==> src/rtl/bird_pkg.sv <==
// Shared types and default sizing for the Floppy Bird column controller.
// Imported by the timer sub-module and the column controller top.
package bird_pkg;

    typedef enum logic [1:0] {
        IDLE = 2'd0,
        PLAY = 2'd1,
        DEAD = 2'd2
    } state_t;

    localparam int N_DEF           = 8;
    localparam int FALL_PERIOD_DEF = 50;
    localparam int START_POS_DEF   = 4;

endpackage

==> src/rtl/bird_column_ctrl_if.sv <==
// Player/obstacle inputs and column/pulse outputs of the bird controller.
// The controller takes the slave view; whoever drives the button takes master.
interface bird_column_ctrl_if #(
    parameter int N = 8
);
    logic         button;
    logic         collide;
    logic [N-1:0] lights;
    logic         flap;
    logic         fall;
    logic         playing;
    logic         crashed;

    modport master (
        output button,
        output collide,
        input  lights,
        input  flap,
        input  fall,
        input  playing,
        input  crashed
    );

    modport slave (
        input  button,
        input  collide,
        output lights,
        output flap,
        output fall,
        output playing,
        output crashed
    );
endinterface

==> src/rtl/fall_timer.sv <==
// Gravity counter: runs 0..PERIOD-1 while enabled, ticks on the last count.
// A synchronous clear restarts the full period (used on flaps and in idle).
module fall_timer
    import bird_pkg::*;
#(
    parameter int PERIOD = FALL_PERIOD_DEF
) (
    input  logic clk,
    input  logic reset,
    input  logic en,
    input  logic clr,
    output logic tick
);
    localparam int W = (PERIOD > 1) ? $clog2(PERIOD) : 1;
    localparam logic [W-1:0] LAST = W'(PERIOD - 1);

    logic [W-1:0] cnt;

    assign tick = en & (cnt == LAST);

    always_ff @(posedge clk or negedge reset) begin
        if (!reset) begin
            cnt <= '0;
        end else if (clr) begin
            cnt <= '0;
        end else if (en) begin
            cnt <= tick ? '0 : cnt + 1'b1;
        end
    end
endmodule

==> src/rtl/bird_column_ctrl.sv <==
// Bird column controller: game FSM, button edge detect, position register
// and one-hot column decode; gravity comes from the fall_timer instance.
module bird_column_ctrl
    import bird_pkg::*;
#(
    parameter int N           = N_DEF,
    parameter int FALL_PERIOD = FALL_PERIOD_DEF,
    parameter int START_POS   = START_POS_DEF
) (
    input  logic               clk,
    input  logic               reset,
    bird_column_ctrl_if.slave  bus
);
    localparam int PW = (N > 1) ? $clog2(N) : 1;
    localparam logic [PW-1:0] TOP   = PW'(N - 1);
    localparam logic [PW-1:0] START = PW'(START_POS);

    state_t          state;
    logic [PW-1:0]   pos;
    logic            btn_q;
    logic            btn_edge;
    logic            in_play;
    logic            flap;
    logic            fall;
    logic            clr;
    logic [N-1:0]    lights;

    assign btn_edge = bus.button & ~btn_q;
    assign in_play  = (state == PLAY);
    assign flap     = in_play & btn_edge;
    // Idle keeps the counter parked at zero so play starts a full period.
    assign clr      = flap | (state == IDLE);

    fall_timer #(
        .PERIOD (FALL_PERIOD)
    ) u_timer (
        .clk   (clk),
        .reset (reset),
        .en    (in_play),
        .clr   (clr),
        .tick  (fall)
    );

    always_ff @(posedge clk or negedge reset) begin
        if (!reset) begin
            btn_q <= 1'b0;
        end else begin
            btn_q <= bus.button;
        end
    end

    always_ff @(posedge clk or negedge reset) begin
        if (!reset) begin
            state <= IDLE;
            pos   <= START;
        end else begin
            unique case (state)
                IDLE: begin
                    pos <= START;
                    if (btn_edge) begin
                        state <= PLAY;
                    end
                end
                PLAY: begin
                    // Collision freezes the bird ahead of any flap or fall.
                    if (bus.collide) begin
                        state <= DEAD;
                    end else if (flap) begin
                        if (pos != TOP) begin
                            pos <= pos + 1'b1;
                        end
                    end else if (fall) begin
                        if (pos == '0) begin
                            state <= DEAD;
                        end else begin
                            pos <= pos - 1'b1;
                        end
                    end
                end
                DEAD: begin
                    if (btn_edge) begin
                        state <= IDLE;
                        pos   <= START;
                    end
                end
                default: begin
                    state <= IDLE;
                    pos   <= START;
                end
            endcase
        end
    end

    always_comb begin
        lights      = '0;
        lights[pos] = 1'b1;
    end

    assign bus.lights  = lights;
    assign bus.flap    = flap;
    assign bus.fall    = fall;
    assign bus.playing = in_play;
    assign bus.crashed = (state == DEAD);
endmodule

==> src/flat_wrapper.sv <==
// flat-port wrapper written by rule: the top's interface ports become plain ports
module bird_column_ctrl_flat import bird_pkg::*;
#(
    parameter int N           = N_DEF,
    parameter int FALL_PERIOD = FALL_PERIOD_DEF,
    parameter int START_POS   = START_POS_DEF
)
  (clk, reset, bus_button, bus_collide, bus_lights, bus_flap, bus_fall, bus_playing, bus_crashed);
  bird_column_ctrl_if #(.N(N)) bus_i ();
  input  logic clk;
  input  logic reset;
  input wire logic [$bits(bus_i.button)-1:0] bus_button;
  input wire logic [$bits(bus_i.collide)-1:0] bus_collide;
  output wire logic [$bits(bus_i.lights)-1:0] bus_lights;
  output wire logic [$bits(bus_i.flap)-1:0] bus_flap;
  output wire logic [$bits(bus_i.fall)-1:0] bus_fall;
  output wire logic [$bits(bus_i.playing)-1:0] bus_playing;
  output wire logic [$bits(bus_i.crashed)-1:0] bus_crashed;
  assign bus_i.button = bus_button;
  assign bus_i.collide = bus_collide;
  assign bus_lights = bus_i.lights;
  assign bus_flap = bus_i.flap;
  assign bus_fall = bus_i.fall;
  assign bus_playing = bus_i.playing;
  assign bus_crashed = bus_i.crashed;
  bird_column_ctrl #(.N(N), .FALL_PERIOD(FALL_PERIOD), .START_POS(START_POS)) u_core (.clk(clk), .reset(reset), .bus(bus_i));
endmodule
==> config.mk <==
export PLATFORM = sky130hd
export DESIGN_NAME = bird_column_ctrl_flat
export DESIGN_NICKNAME = d
export VERILOG_FILES = /design/src/rtl/bird_pkg.sv /design/src/rtl/bird_column_ctrl_if.sv /design/src/rtl/fall_timer.sv /design/src/rtl/bird_column_ctrl.sv /design/src/flat_wrapper.sv
export SDC_FILE = /design/constraint.sdc
export NUM_CORES = 1
export LEC_CHECK = 0
export BUFFER_PORTS_ARGS = -buffer_cell sky130_fd_sc_hd__buf_2
export CAP_MARGIN = 25
export CORE_MARGIN = 2
export CORE_UTILIZATION = 35
export DETAILED_ROUTE_END_ITERATION = 10
export GPL_ROUTABILITY_DRIVEN = 0
export GPL_TIMING_DRIVEN = 0
export MAX_ROUTING_LAYER = met4
export PLACE_DENSITY = 0.54
export SLEW_MARGIN = 15
export SYNTH_ARGS = -nofsm -noshare
export SYNTH_HDL_FRONTEND = slang
export SYNTH_SLANG_ARGS = --single-unit
==> constraint.sdc <==
create_clock -name clk -period 1.7 [get_ports clk]
set_input_delay 0.34 -clock clk [delete_from_list [all_inputs] [get_ports clk]]
set_output_delay 0.34 -clock clk [all_outputs]
set_load 0.01 [all_outputs]
==> impl_metrics.json <==
{
  "rows": 16,
  "hold_path_class": "in2reg",
  "ys_warn_count": 0,
  "clockPowerShare": 0.169,
  "drt_first_pass_iters": 4,
  "power.internal_mw": 0.843,
  "power_density_nw_per_um2": 1220,
  "grt_max_degree": 13,
  "hold-worst-slack_ps": 215,
  "violations": "setup timing",
  "die_w_microns": 50.4,
  "routed_wirelength_mm": 2.11,
  "cp_top_family": "simple AND/OR/NAND/NOR gates",
  "drt_iter0_drc": 30,
  "min_period_over_period": 1.06,
  "crit_path_end_kind": "output port",
  "slowest_delay_ps": 390,
  "path_buf_inv": 2,
  "clk_latency_ps": 280,
  "clockRootBuffer": "clkbuf_4",
  "timing.rr.end": "u_core.pos[2]$_DFFE_PN1P_",
  "skew_ps": 1.46,
  "sw_frac_of_total": 0.396,
  "grt_pass1_vias": 774,
  "ys_types": 35,
  "dp_hpwl_mm": 1.31,
  "critPathSlowestCell": "dfrtp_1",
  "post-route-worst-setup-slack_ps": -109,
  "port_buffers": 15,
  "ir_worst_vdd_uv": 788,
  "crit_fanout": 2,
  "grtUsageTotal": 0.183,
  "antenna_found_initial": 0,
  "status": "finished with violations",
  "synth_seq_cells": 12,
  "seqPwrFrac": 0.281,
  "fillers": 181,
  "slew-limit-headroom": 0.699,
  "power_mw": 1.40,
  "syn_to_final_growth_pct": 52.6,
  "regToRegSetupSlack_ps": 20,
  "dpl_cell_area_sq_um": 885,
  "regArea_sq_um": 304,
  "synthCells": 86,
  "p_sw_mw": 0.552,
  "synthFlopType": "dfrtp_1",
  "ant_nets": 0,
  "multiInputGateArea_sq_um": 493,
  "synth.net_count": 93,
  "maxCapViolCount": 0,
  "cts_tree": "built",
  "setup_violations": 1,
  "grt_overflow": 0,
  "crit_type": "reg2out",
  "clock_sinks": 12,
  "initial_core_util": 0.376,
  "n_antenna_cell": 0,
  "cts_buffers": 3,
  "hold_end": "u_core.btn_q$_DFF_PN0_",
  "drive_gt1_frac": 0.500,
  "crit_chain": "inv_1, ha_2, nand4b_1, or2_4, nor2_2, buf_2",
  "die_h_microns": 50.4,
  "vias": 795,
  "place_ws_ps": -158,
  "wire_per_inst_microns": 14.0,
  "finalHoldViolations": 0,
  "worst_slew_pin_slew_ps": 452,
  "arrival_ps": 1470,
  "dieArea_sq_um": 2540,
  "worstReg2RegStart": "u_core.pos[1]$_DFFE_PN0P_",
  "synth_edf_count": 0,
  "async_reset_ff_frac": 1.00,
  "combPwrFrac": 0.550,
  "finalNonFillerCells": 151,
  "fin_nets": 132,
  "max_clock_freq_ghz": 0.553,
  "ff2ff_path_depth": 8,
  "min_period_ps": 1810,
  "synthesis.area_sq_um": 752,
  "coreArea_sq_um": 2000,
  "leakage_nw": 0.537,
  "cts_max_path_buffers": 2,
  "routed_via_density": 5.26,
  "hp-start": "bus_button",
  "synth-seq-area-share": 0.401,
  "worstPathRequired_ps": 1360,
  "ioPinCount": 16,
  "rsz0062_at_grt": "yes",
  "slew_violations": 0,
  "syn_area_per_cell_sq_um": 8.74,
  "dp_cells": 128,
  "grt_pass1_wl_mm": 3.44,
  "cts_max_level": 1,
  "final_cell_area_sq_um": 1150,
  "cts.reportedPaths.clkPinSlew_ps": 80,
  "drc": 0,
  "hold_path_depth": 1,
  "setup.worst_path.start_class": "flip-flop"
}
-- final cells by class --
type                    count  share of cell area
inverters                   5              0.0164
flip-flops and latches     12               0.265
multi-input cells          65               0.430
clock buffers               4              0.0316
plain buffers               3              0.0229
repair buffers             35               0.205
well taps                  27              0.0294
-- power by group through the flow --
| stage | logic [mW] | registers, mW | clock network [mW] |
|---|---|---|---|
| 2_1_floorplan | 0.351 | 0.403 | 0 |
| 3_3_place_gp | 0.474 | 0.420 | 0 |
| 3_5_place_dp | 0.484 | 0.421 | 0 |
| 4_1_cts | 0.639 | 0.395 | 0.242 |
| 5_1_grt | 0.843 | 0.401 | 0.256 |
| 6_report | 0.768 | 0.391 | 0.236 |
-- placed cells by master, fill, tap and decap left out, types with 3 or more instances in the layout --
cell	count
a21oi_2	3
buf_2	15
buf_4	17
buf_6	4
clkbuf_4	3
dfrtp_1	9
inv_1	4
nand2_1	6
nor2_1	8
nor2_2	3
nor3_1	3
o21ai_0	3
-- per-layer routing --
layer	vias to the layer above	global-route usage	routed length, microns
li1	386	-	-
met1	384	0.250	1010
met5	-	-	0
met3	2	0.0268	111
met2	23	0.279	974
met4	0	0.0631	14
-- logic make-up after synthesis --
group	Yosys count	synth area share
DFF	12	0.401
xor gates and xnor gates	2	0.0233
buffers and inverters	9	0.0482
AOI/OAI and AO/OA	21	0.193
adders and majority gates	3	0.0599
and+or+nand+nor	39	0.275
-- state kept, by name, indices dropped and copies added, names as in the netlist --
signal / cells
u_core.state: 2
u_core.pos: 3
u_core.btn_q: 1
u_core.u_timer.cnt: 6
-- Yosys cell counts, types with 2 or more instances --
master	n	share of area
nand3_1	2	0.013
nor3_1	5	0.033
and3_1	2	0.017
o21a_1	2	0.020
clkbuf_1	2	0.010
nand4b_1	2	0.023
nor2b_1	4	0.033
a21oi_1	4	0.027
ha_1	2	0.033
dfrtp_1	11	0.37
o22ai_1	2	0.017
inv_1	4	0.020
nand2b_1	2	0.017
nor2_1	11	0.055
buf_2	2	0.013
nand2_1	6	0.030
o21ai_0	5	0.033
-- how the worst max path moves through the flow --
stage / start / to / slack [ps] / cells past startpoint
after floorplan: u_core.btn_q$_DFF_PN0_ / u_core.pos[2]$_DFFE_PN1P_ / 20 / 7
after global placement: bus_button / u_core.pos[2]$_DFFE_PN1P_ / -130 / 8
after detailed placement: bus_button / u_core.pos[2]$_DFFE_PN1P_ / -160 / 8
after CTS: u_core.u_timer.cnt[1]$_DFFE_PN0P_ / bus_fall / -130 / 6
after global routing: u_core.u_timer.cnt[1]$_DFFE_PN0P_ / bus_fall / -230 / 6
final: u_core.u_timer.cnt[1]$_DFFE_PN0P_ / bus_fall / -110 / 6
-- per-stage QoR --
stage / TNS [ps] / util
after floorplan: 0 / -
after global placement: -150 / 0.442
after detailed placement: -173 / 0.442
after CTS: -153 / 0.526
after global routing: -622 / 0.573
final: -109 / 0.573
-- timing repair --
action                     4_1_cts  5_1_grt
buffers inserted                14        5
hold endpoints to repair        11        0
setup endpoints to repair        7       13
hold buffers                     1        0
resized for setup                7       15
pin swaps                        6        6
(Power assumes the default switching activity.)
